$ cat src/rtl/idma_chan_dispatch.sv
// idma_chan_dispatch: per-channel job FIFOs feeding one backend via a registered
// round-robin grant, with an in-order completion FIFO that routes done pulses
// and per-channel completion counters back to the issuing channel.
// Optional feature macro: IDMA_CHAN_DISPATCH_PRIO_EN (adds chan_prio_i, two-class priority).
module idma_chan_dispatch #(
  parameter int unsigned NumChan      = 4,
  parameter int unsigned JobFifoDepth = 2,
  parameter int unsigned OrderDepth   = 8,
  parameter type         idma_req_t   = logic
) (
  input  logic                    clk_i,
  input  logic                    rst_ni,
  input  idma_req_t               chan_req_i [NumChan],
  input  logic [NumChan-1:0]      chan_valid_i,
  output logic [NumChan-1:0]      chan_ready_o,
`ifdef IDMA_CHAN_DISPATCH_PRIO_EN
  input  logic [NumChan-1:0]      chan_prio_i,
`endif
  output idma_req_t               be_req_o,
  output logic                    be_valid_o,
  input  logic                    be_ready_i,
  input  logic                    be_rsp_valid_i,
  output logic [NumChan-1:0]      chan_done_o,
  output logic [NumChan-1:0]      chan_busy_o,
  output logic [NumChan-1:0][31:0] chan_done_cnt_o,
  output logic                    err_o
);

  localparam int unsigned ChanW = (NumChan > 1) ? $clog2(NumChan) : 1;
  localparam int unsigned FPtrW = $clog2(JobFifoDepth);
  localparam int unsigned FCntW = FPtrW + 1;
  localparam int unsigned OPtrW = $clog2(OrderDepth);
  localparam int unsigned OCntW = OPtrW + 1;

  idma_req_t             fifo_mem_q [NumChan][JobFifoDepth];
  logic [FPtrW-1:0]      fifo_wr_q  [NumChan];
  logic [FPtrW-1:0]      fifo_rd_q  [NumChan];
  logic [FCntW-1:0]      fifo_cnt_q [NumChan];
  logic [ChanW-1:0]      ord_mem_q  [OrderDepth];
  logic [OPtrW-1:0]      ord_wr_q, ord_rd_q;
  logic [OCntW-1:0]      ord_cnt_q, ord_cnt_d;
  logic                  gnt_valid_q, gnt_valid_d;
  logic [ChanW-1:0]      gnt_idx_q, gnt_idx_d;
  idma_req_t             be_req_q, be_req_d;
  logic [ChanW-1:0]      rr_q, rr_d;
  logic                  err_q;
  logic [NumChan-1:0][31:0] done_cnt_q;

  logic [NumChan-1:0]    push, pop, elig, cand;
  logic                  hs, ord_pop, found;
  logic [ChanW-1:0]      sel, ord_head;

  assign hs        = gnt_valid_q & be_ready_i;
  assign ord_head  = ord_mem_q[ord_rd_q];
  assign ord_pop   = be_rsp_valid_i & (ord_cnt_q != '0);
  assign ord_cnt_d = ord_cnt_q + OCntW'(hs) - OCntW'(ord_pop);
  assign rr_d      = !hs ? rr_q :
                     (gnt_idx_q == ChanW'(NumChan - 1)) ? '0 : gnt_idx_q + ChanW'(1);

  // Channel FIFO handshakes; eligibility ignores this cycle's pushes (no fall-through)
  always_comb begin
    chan_ready_o = '0;
    push         = '0;
    pop          = '0;
    elig         = '0;
    for (int unsigned c = 0; c < NumChan; c++) begin
      chan_ready_o[c] = rst_ni && (fifo_cnt_q[c] != FCntW'(JobFifoDepth));
      push[c]         = chan_valid_i[c] && chan_ready_o[c];
      pop[c]          = hs && (gnt_idx_q == ChanW'(c));
      elig[c]         = pop[c] ? (fifo_cnt_q[c] > FCntW'(1)) : (fifo_cnt_q[c] != '0);
    end
  end

  // Round-robin search from rr_d over the (priority-filtered) eligible set
  always_comb begin
    int unsigned idx;
    idx   = 0;
    cand  = elig;
`ifdef IDMA_CHAN_DISPATCH_PRIO_EN
    if ((elig & chan_prio_i) != '0) cand = elig & chan_prio_i;
`endif
    found = 1'b0;
    sel   = rr_d;
    for (int unsigned i = 0; i < NumChan; i++) begin
      idx = 32'(rr_d) + i;
      if (idx >= NumChan) idx = idx - NumChan;
      if (!found && cand[ChanW'(idx)]) begin
        found = 1'b1;
        sel   = ChanW'(idx);
      end
    end
  end

  // Grant register reloads only when idle or on handshake, so it holds while stalled
  always_comb begin
    gnt_valid_d = gnt_valid_q;
    gnt_idx_d   = gnt_idx_q;
    be_req_d    = be_req_q;
    if (!gnt_valid_q || hs) begin
      gnt_valid_d = found && (ord_cnt_d < OCntW'(OrderDepth));
      if (found) begin
        gnt_idx_d = sel;
        be_req_d  = fifo_mem_q[sel][fifo_rd_q[sel] + FPtrW'(pop[sel])];
      end
    end
  end

  // Completion routing and busy tracking from the order FIFO contents
  always_comb begin
    chan_done_o = '0;
    chan_busy_o = '0;
    if (ord_pop) chan_done_o[ord_head] = 1'b1;
    for (int unsigned c = 0; c < NumChan; c++) chan_busy_o[c] = (fifo_cnt_q[c] != '0);
    for (int unsigned i = 0; i < OrderDepth; i++) begin
      if (OCntW'(i) < ord_cnt_q) chan_busy_o[ord_mem_q[ord_rd_q + OPtrW'(i)]] = 1'b1;
    end
  end

  // Storage arrays carry no reset; validity comes from the pointers/counts
  always_ff @(posedge clk_i) begin
    for (int unsigned c = 0; c < NumChan; c++) begin
      if (push[c]) fifo_mem_q[c][fifo_wr_q[c]] <= chan_req_i[c];
    end
    if (hs) ord_mem_q[ord_wr_q] <= gnt_idx_q;
  end

  // Control state: pointers, counts, grant, round-robin pointer, counters, error flag
  always_ff @(posedge clk_i or negedge rst_ni) begin
    if (!rst_ni) begin
      for (int unsigned c = 0; c < NumChan; c++) begin
        fifo_wr_q[c]  <= '0;
        fifo_rd_q[c]  <= '0;
        fifo_cnt_q[c] <= '0;
      end
      ord_wr_q    <= '0;
      ord_rd_q    <= '0;
      ord_cnt_q   <= '0;
      gnt_valid_q <= 1'b0;
      gnt_idx_q   <= '0;
      be_req_q    <= '0;
      rr_q        <= '0;
      err_q       <= 1'b0;
      done_cnt_q  <= '0;
    end else begin
      for (int unsigned c = 0; c < NumChan; c++) begin
        if (push[c]) fifo_wr_q[c] <= fifo_wr_q[c] + FPtrW'(1);
        if (pop[c])  fifo_rd_q[c] <= fifo_rd_q[c] + FPtrW'(1);
        fifo_cnt_q[c] <= fifo_cnt_q[c] + FCntW'(push[c]) - FCntW'(pop[c]);
        if (ord_pop && (ord_head == ChanW'(c))) done_cnt_q[c] <= done_cnt_q[c] + 32'd1;
      end
      if (hs)      ord_wr_q <= ord_wr_q + OPtrW'(1);
      if (ord_pop) ord_rd_q <= ord_rd_q + OPtrW'(1);
      ord_cnt_q   <= ord_cnt_d;
      gnt_valid_q <= gnt_valid_d;
      gnt_idx_q   <= gnt_idx_d;
      be_req_q    <= be_req_d;
      rr_q        <= rr_d;
      if (be_rsp_valid_i && !ord_pop) err_q <= 1'b1;
    end
  end

  assign be_valid_o      = gnt_valid_q;
  assign be_req_o        = be_req_q;
  assign err_o           = err_q;
  assign chan_done_cnt_o = done_cnt_q;

endmodule
$ cat config.mk
export PLATFORM = sky130hd
export DESIGN_NAME = idma_chan_dispatch
export DESIGN_NICKNAME = d
export VERILOG_FILES = /design/src/rtl/idma_chan_dispatch.sv
export SDC_FILE = /design/constraint.sdc
export NUM_CORES = 1
export LEC_CHECK = 0
export BUFFER_PORTS_ARGS = -buffer_cell sky130_fd_sc_hd__buf_2
export CAP_MARGIN = 30
export CORE_AREA = 2 2 142 144
export CTS_BUF_LIST = sky130_fd_sc_hd__clkbuf_4 sky130_fd_sc_hd__clkbuf_8
export DETAILED_ROUTE_END_ITERATION = 8
export DIE_AREA = 0 0 144 146
export HOLD_SLACK_MARGIN = 0.08
export PLACE_DENSITY = 0.81
export SLEW_MARGIN = 20
export SYNTH_ARGS = -nofsm -noshare
export SYNTH_HDL_FRONTEND = slang
export SYNTH_SLANG_ARGS = --single-unit
$ cat constraint.sdc
create_clock -name clk_i -period 5.05 [get_ports clk_i]
set_input_delay 0.7575 -clock clk_i [delete_from_list [all_inputs] [get_ports clk_i]]
set_output_delay 0.7575 -clock clk_i [all_outputs]
set_load 0.1 [all_outputs]
==> results of run 1 <==
==> stage by stage <==
| step | hold slack [ns] | instance area, um2 |
|---|---|---|
| 2_1_floorplan | 0.452 | 9410 |
| 3_3_place_gp | 0.456 | 10400 |
| 3_5_place_dp | 0.459 | 10400 |
| 4_1_cts | 0.123 | 10800 |
| 5_1_grt | 0.133 | 10900 |
| 6_report | 0.145 | 10900 |
==> cells in the mapped netlist, types with 6 or more instances <==
| master | count | share of area [%] |
|---|---|---|
| buf_2 | 9 | 0.48 |
| xnor2_1 | 132 | 12 |
| mux2_2 | 11 | 1.3 |
| nand4_1 | 34 | 2.3 |
| nor3_1 | 13 | 0.69 |
| xor2_1 | 18 | 1.7 |
| clkbuf_1 | 9 | 0.36 |
| o21ai_0 | 20 | 1.1 |
| mux2i_1 | 6 | 0.64 |
| nand3_1 | 62 | 3.3 |
| dfrtp_1 | 161 | 43 |
| mux4_2 | 16 | 3.8 |
| inv_1 | 33 | 1.3 |
| nor2b_1 | 8 | 0.53 |
| nor2_1 | 32 | 1.3 |
| nand2b_1 | 10 | 0.67 |
| ha_1 | 25 | 3.3 |
| a21oi_1 | 20 | 1.1 |
| and4_1 | 13 | 1.2 |
| and3_1 | 35 | 2.3 |
| nand2_1 | 73 | 2.9 |
| edfxtp_1 | 24 | 7.7 |
==> layer usage <==
metal | global-route usage (%) | up-vias | routed length [um]
li1 | - | 3277 | -
met1 | 26.0 | 3400 | 8970
met2 | 31.8 | 229 | 9790
met3 | 3.55 | 50 | 1040
met4 | 8.14 | 0 | 618
met5 | 0 | - | 0
==> cell families (layout without fill, tap and decap cells) <==
| kind of cell | count (synthesis) | count (layout) |
|---|---|---|
| xor gates and xnor gates | 150 | 150 |
| and+or+nand+nor | 313 | 313 |
| AOI/OAI and AO/OA | 75 | 75 |
| buffers and inverters | 57 | 226 |
| DFF | 185 | 185 |
| muxes | 33 | 33 |
| adders and majority gates | 26 | 26 |
==> sequential cells by signal, summed over array words and instances, names as in the netlist <==
| register | flops |
|---|---|
| fifo_cnt_q | 8 |
| fifo_wr_q | 4 |
| ord_cnt_q | 4 |
| ord_rd_q | 3 |
| gnt_idx_q | 2 |
| ord_mem_q | 16 |
| ord_wr_q | 3 |
| fifo_rd_q | 4 |
| fifo_mem_q | 8 |
| rr_q | 2 |
| be_valid_o | 1 |
| err_o | 1 |
| chan_done_cnt_o | 128 |
| be_req_o | 1 |
==> power groups by stage <==
stage	registers, mW	clock network [mW]	logic [mW]
6_report	2.10	0.998	3.13
5_1_grt	2.14	1.09	3.40
4_1_cts	2.09	1.03	3.12
3_5_place_dp	2.12	0	3.11
3_3_place_gp	2.10	0	3.04
2_1_floorplan	2.61	0	1.99
==> how the worst min path moves through the flow <==
stage / startpoint / depth (start not counted) / slack [ns] / endpoint
after global placement: chan_done_cnt_o[63] / 1 / 0.46 / chan_done_cnt_o[63]
after CTS: rst_ni / 1 / 0.12 / fifo_wr_q[0]
after global routing: rst_ni / 1 / 0.13 / fifo_wr_q[0]
after detailed placement: chan_done_cnt_o[31] / 1 / 0.46 / chan_done_cnt_o[31]
after floorplan: fifo_rd_q[0] / 1 / 0.45 / fifo_rd_q[0]
final: rst_ni / 1 / 0.15 / fifo_wr_q[0]
==> final cells by class <==
type	count	share of cell area, %
Sequential cell	185	43.7
Clock inverter	15	1.59
Multi-Input combinational cell	597	40.6
Clock buffer	17	2.15
Inverter	33	1.14
Tap cell	265	3.05
Timing Repair Buffer	161	7.78
==> worst reg2reg max path, delay by kind of cell (launching register included) <==
family,cells,cell delay [ns]
buffers and inverters,3,0.42
AND/OR/NAND/NOR,2,0.90
flip-flops,1,0.43
XOR/XNOR,1,0.34
AO/OA/AOI/OAI,3,0.49
adder cells (fa/ha/maj),3,0.87
==> impl_metrics.yaml, run 1 <==
finish:
  flow.area_growth_from_synthesis_pct: 15.5
  insertedDiodeCount: 0
  fillers: 1683
  layout_common_cells: "dfrtp_1, buf_2, xnor2_1"
  finalCoreUtilization_pct: 56.2
  layout_commonest_cell: "dfrtp_1"
  finalNonFillerCells: 1273
  multi_input_area_um2: 4400
  final_layout_size_suffix_gt1_share_pct: 23.0
  register_area_um2: 4750
  nets: 1033
logic_synthesis:
  syn_nets: 877
  synth_cell_type_count: 62
  synthAdderAreaFrac_pct: 3.54
  synth-seq-cells: 185
  synth_edf_count: 24
  async_flop_share_pct: 87.0
  ys_seq_area_share_pct: 50.5
  synthMuxAreaShare_pct: 5.79
  synth_xor_area_share_pct: 14.0
  synth_top_family_by_area: "simple AND/OR/NAND/NOR gates"
  synth_flop_cell: "dfrtp_1"
  synthSimpleGateAreaFrac_pct: 18.2
  yosys_warnings: 0
  synth_area_um2: 9410
  synth_cells: 839
  synth_area_per_cell_um2: 11.2
  synth-compound-area-share_pct: 5.31
clock_tree:
  tritoncts: "built"
  cts_root_buffer: "clkbuf_8"
  numCtsBuffers: 17
  post_cts_resized: 0
  clk_path_buf_depth: 2
  clkTransAtPathRegs_ns: 0.11
  cts.sink_count: 185
  clk_latency_ns: 0.46
  htreeDepth: 4
  cts_hold_buf: 0
  post-cts-setup-buffer-count: 0
worst_setup_path:
  cp_max_fo: 12
  worst-setup-path-type: "flip-flop to output port"
  reg2regPathDepth: 12
  worstPathCellList: "inv_1 > ha_1 > mux4_2 > nor3b_1 > a31oi_1 > a21oi_1 > a2111o_1 > or4_1 > buf_2"
  path_buf_inv: 2
  endpoint: "chan_busy_o[2]"
  critical_path_required_ns: 4.29
  crit_arrival_ns: 3.96
  crit_slowest_cell: "dfrtp_1"
  rrSetupSlack_ns: 1.49
  cp.depth: 9
  r2r-start: "ord_cnt_q[3]"
  path_delay_family: "simple AND/OR/NAND/NOR gates"
  critPathCaptureType: "output port"
  critPathLaunchType: "flip-flop"
  cp-startpoint: "ord_rd_q[1]"
  timing.rr.end: "be_valid_o"
  slowest_delay_ns: 0.64
pwr:
  p_sw_mw: 3.06
  powerDensity_nw_per_um2: 573
  leakagePower_nw: 5.14
  total_power_mw: 6.22
  seq_power_share_pct: 33.7
  power_frac_comb_pct: 50.3
  p_int_mw: 3.16
  ir_worst_vdd_mv: 0.447
  p_clk_share_pct: 16.0
  p_sw_share_pct: 49.2
floorplan:
  ioPinCount: 155
  die_w_um: 144
  fp.dieArea_um2: 21000
  rows: 51
  fp.dieH_um: 146
  start_util_pct: 48.6
  core_um2: 19300
place:
  gp_congestion: 0.941
  numPortBuffers: 154
  dp_hpwl_mm: 14.9
  dp_worst_setup_slack_ns: 0.804
  dpl.cell_count: 1238
global_route:
  grt_pass1_vias: 6737
  grt_pass1_wl_mm: 33.3
  antenna_found_initial: 0
  grtUsageTotal_pct: 19.6
  grt_max_degree: 71
  grt-ovfl-total: 0
timing:
  slew_headroom_pct: 43.3
  period_share_pct: 93.4
  slew_violations: 0
  finClkSkew_ns: 0.0198
  worstMarginPinSlew_ns: 0.851
  fin_tns_setup_ns: 0
  hold_violations: 0
  rsz0062_at_grt: "false"
  max_freq_ghz: 0.212
  finalSetupViolations: 0
  final.setup.worst_slack_ns: 0.333
  min_period_ns: 4.72
drt:
  drtAntennaViolNets: 0
  viasPerCell: 5.46
  wl_per_cell_um: 16.0
  initialDrtViolationCount: 288
  vias: 6956
  firstDrtPassIters: 5
  wl_mm: 20.4
  drc: 0
run_status:
  run_status: "finished, final reports clean"
run:
  max-cap-violations: 0
worst_hold_path:
  hold_class: "primary input to asynchronous set/reset pin"
(Power assumes the default switching activity.)
==> inputs of run 2 (changes only) <==
Settings changed: PLACE_DENSITY 0.81 to 0.7.
==> run 2 against run 1 <==
Clock-buffer cell count unchanged. Sequential power about the same. Clock power about the same. Sequential share of layout area barely moved. Global-route usage is 0.14 points lower. Sequential cell count is the same. Combinational power about the same. Total power about the same. Via count fell by 2.0%. Critical endpoint unchanged.
==> impl_metrics.yaml, run 2 (same netlist as run 1, synthesis figures left out) <==
floorplan:
  rows: 51
  die_w_um: 144
  start_util_pct: 48.6
  fp.dieArea_um2: 21000
  fp.dieH_um: 146
  ioPinCount: 155
  core_um2: 19300
worst_setup_path:
  path_buf_inv: 2
  slowest_delay_ns: 0.64
  rrSetupSlack_ns: 1.55
  crit_slowest_cell: "mux4_2"
  critPathCaptureType: "output port"
  critical_path_required_ns: 4.29
  critPathLaunchType: "flip-flop"
  worstPathCellList: "inv_1 > ha_1 > mux4_2 > nor3b_1 > a31oi_1 > a21oi_1 > a2111o_1 > or4_1 > buf_2"
  path_delay_family: "simple AND/OR/NAND/NOR gates"
  crit_arrival_ns: 3.96
  cp_max_fo: 12
  worst-setup-path-type: "flip-flop to output port"
clock_tree:
  clk_latency_ns: 0.47
  clk_path_buf_depth: 2
  cts_root_buffer: "clkbuf_8"
  post_cts_resized: 0
  numCtsBuffers: 17
  cts_hold_buf: 0
  cts.sink_count: 185
  tritoncts: "built"
  post-cts-setup-buffer-count: 0
  clkTransAtPathRegs_ns: 0.11
  htreeDepth: 4
finish:
  layout_common_cells: "dfrtp_1, buf_2, xnor2_1"
  largest_register_ffs: 128
  nets: 1030
  layout_commonest_cell: "dfrtp_1"
  fin_area_um2: 10800
  insertedDiodeCount: 0
  final_layout_size_suffix_gt1_share_pct: 22.8
  flow.area_growth_from_synthesis_pct: 15.4
  finalCoreUtilization_pct: 56.1
timing:
  worstMarginPinSlew_ns: 0.893
  slew_violations: 0
  hold_violations: 0
  finalSetupViolations: 0
  max_freq_ghz: 0.212
  min_period_ns: 4.71
  rsz0062_at_grt: "false"
  fin_tns_setup_ns: 0
  fin_hold_ws_ns: 0.175
  slew_headroom_pct: 40.3
  period_share_pct: 93.4
  finClkSkew_ns: 0.0237
pwr:
  leakagePower_nw: 5.13
  ir_worst_vdd_mv: 0.365
  powerDensity_nw_per_um2: 574
drt:
  viasPerCell: 5.37
  drc: 0
  firstDrtPassIters: 5
  drtAntennaViolNets: 0
  wl_per_cell_um: 15.8
  vias: 6814
  wl_mm: 20.1
  initialDrtViolationCount: 276
global_route:
  grt_pass1_vias: 6442
  grt_max_degree: 135
  grtUsageTotal_pct: 19.5
  antenna_found_initial: 0
  grt-ovfl-total: 0
  grt_pass1_wl_mm: 32.8
worst_hold_path:
  hold_class: "primary input to asynchronous set/reset pin"
place:
  numPortBuffers: 154
  placed_area_um2: 10400
  dp_hpwl_mm: 14.7
  gp_congestion: 0.882
run:
  max-cap-violations: 0
run_status:
  run_status: "finished, final reports clean"
run 2: worst paths after layout:
kind                       depth (start not counted)                 from              endpoint
max in group asynchronous                          2               rst_ni  chan_done_cnt_o[105]
hold reg to reg                                    1  chan_done_cnt_o[95]   chan_done_cnt_o[95]
hold / removal                                     1               rst_ni          fifo_wr_q[3]
setup reg to reg                                  12         ord_cnt_q[3]            be_valid_o
min in group clk_i                                 1        chan_req_i[1]      fifo_mem_q[2][1]
setup / recovery                                   9          ord_rd_q[1]        chan_busy_o[2]
run 2: where the power goes:
group / leakage [nW] / total (mW) / switching [mW] / internal, mW
combinational: 2.56 / 3.11 / 2.11 / 0.998
clock: 0.211 / 1.03 / 0.636 / 0.391
sequential: 2.36 / 2.09 / 0.314 / 1.78
total: 5.13 / 6.22 / 3.06 / 3.16
run 2: layout make-up:
cell class,instances,area [um2]
clock buffer,17,234
clock inverter,15,186
fill,1706,8490
inverter,33,124
multi-input combinational,597,4400
sequential,185,4750
tap,265,332
timing repair buffer,158,820
run 2: worst register-to-register path: cells and delay by family (launching register included):
family / cells / cell delay, ns
and+or+nand+nor: 2 / 0.91
DFF: 1 / 0.41
adders and majority gates: 3 / 0.86
buffers and inverters: 3 / 0.41
AOI/OAI and AO/OA: 3 / 0.49
xor gates and xnor gates: 1 / 0.30
run 2: metal layers:
layer  GRT usage, %  wire, um  vias to the layer above
met2           31.0      9490                      214
met5              0         0                        -
met3           3.36      1160                       25
met4           5.74       294                        0
li1               -         -                     3271
met1           27.5      9170                     3304
run 2: metrics by stage:
stage	power (mW)	std cells	setup WS, ns
floorplan	4.60	839	0.447
CTS	6.24	1269	0.282
finish	6.22	1270	0.335
detailed placement	5.20	1237	0.820
global placement	5.14	1237	0.915
global route	6.62	1270	0.0930
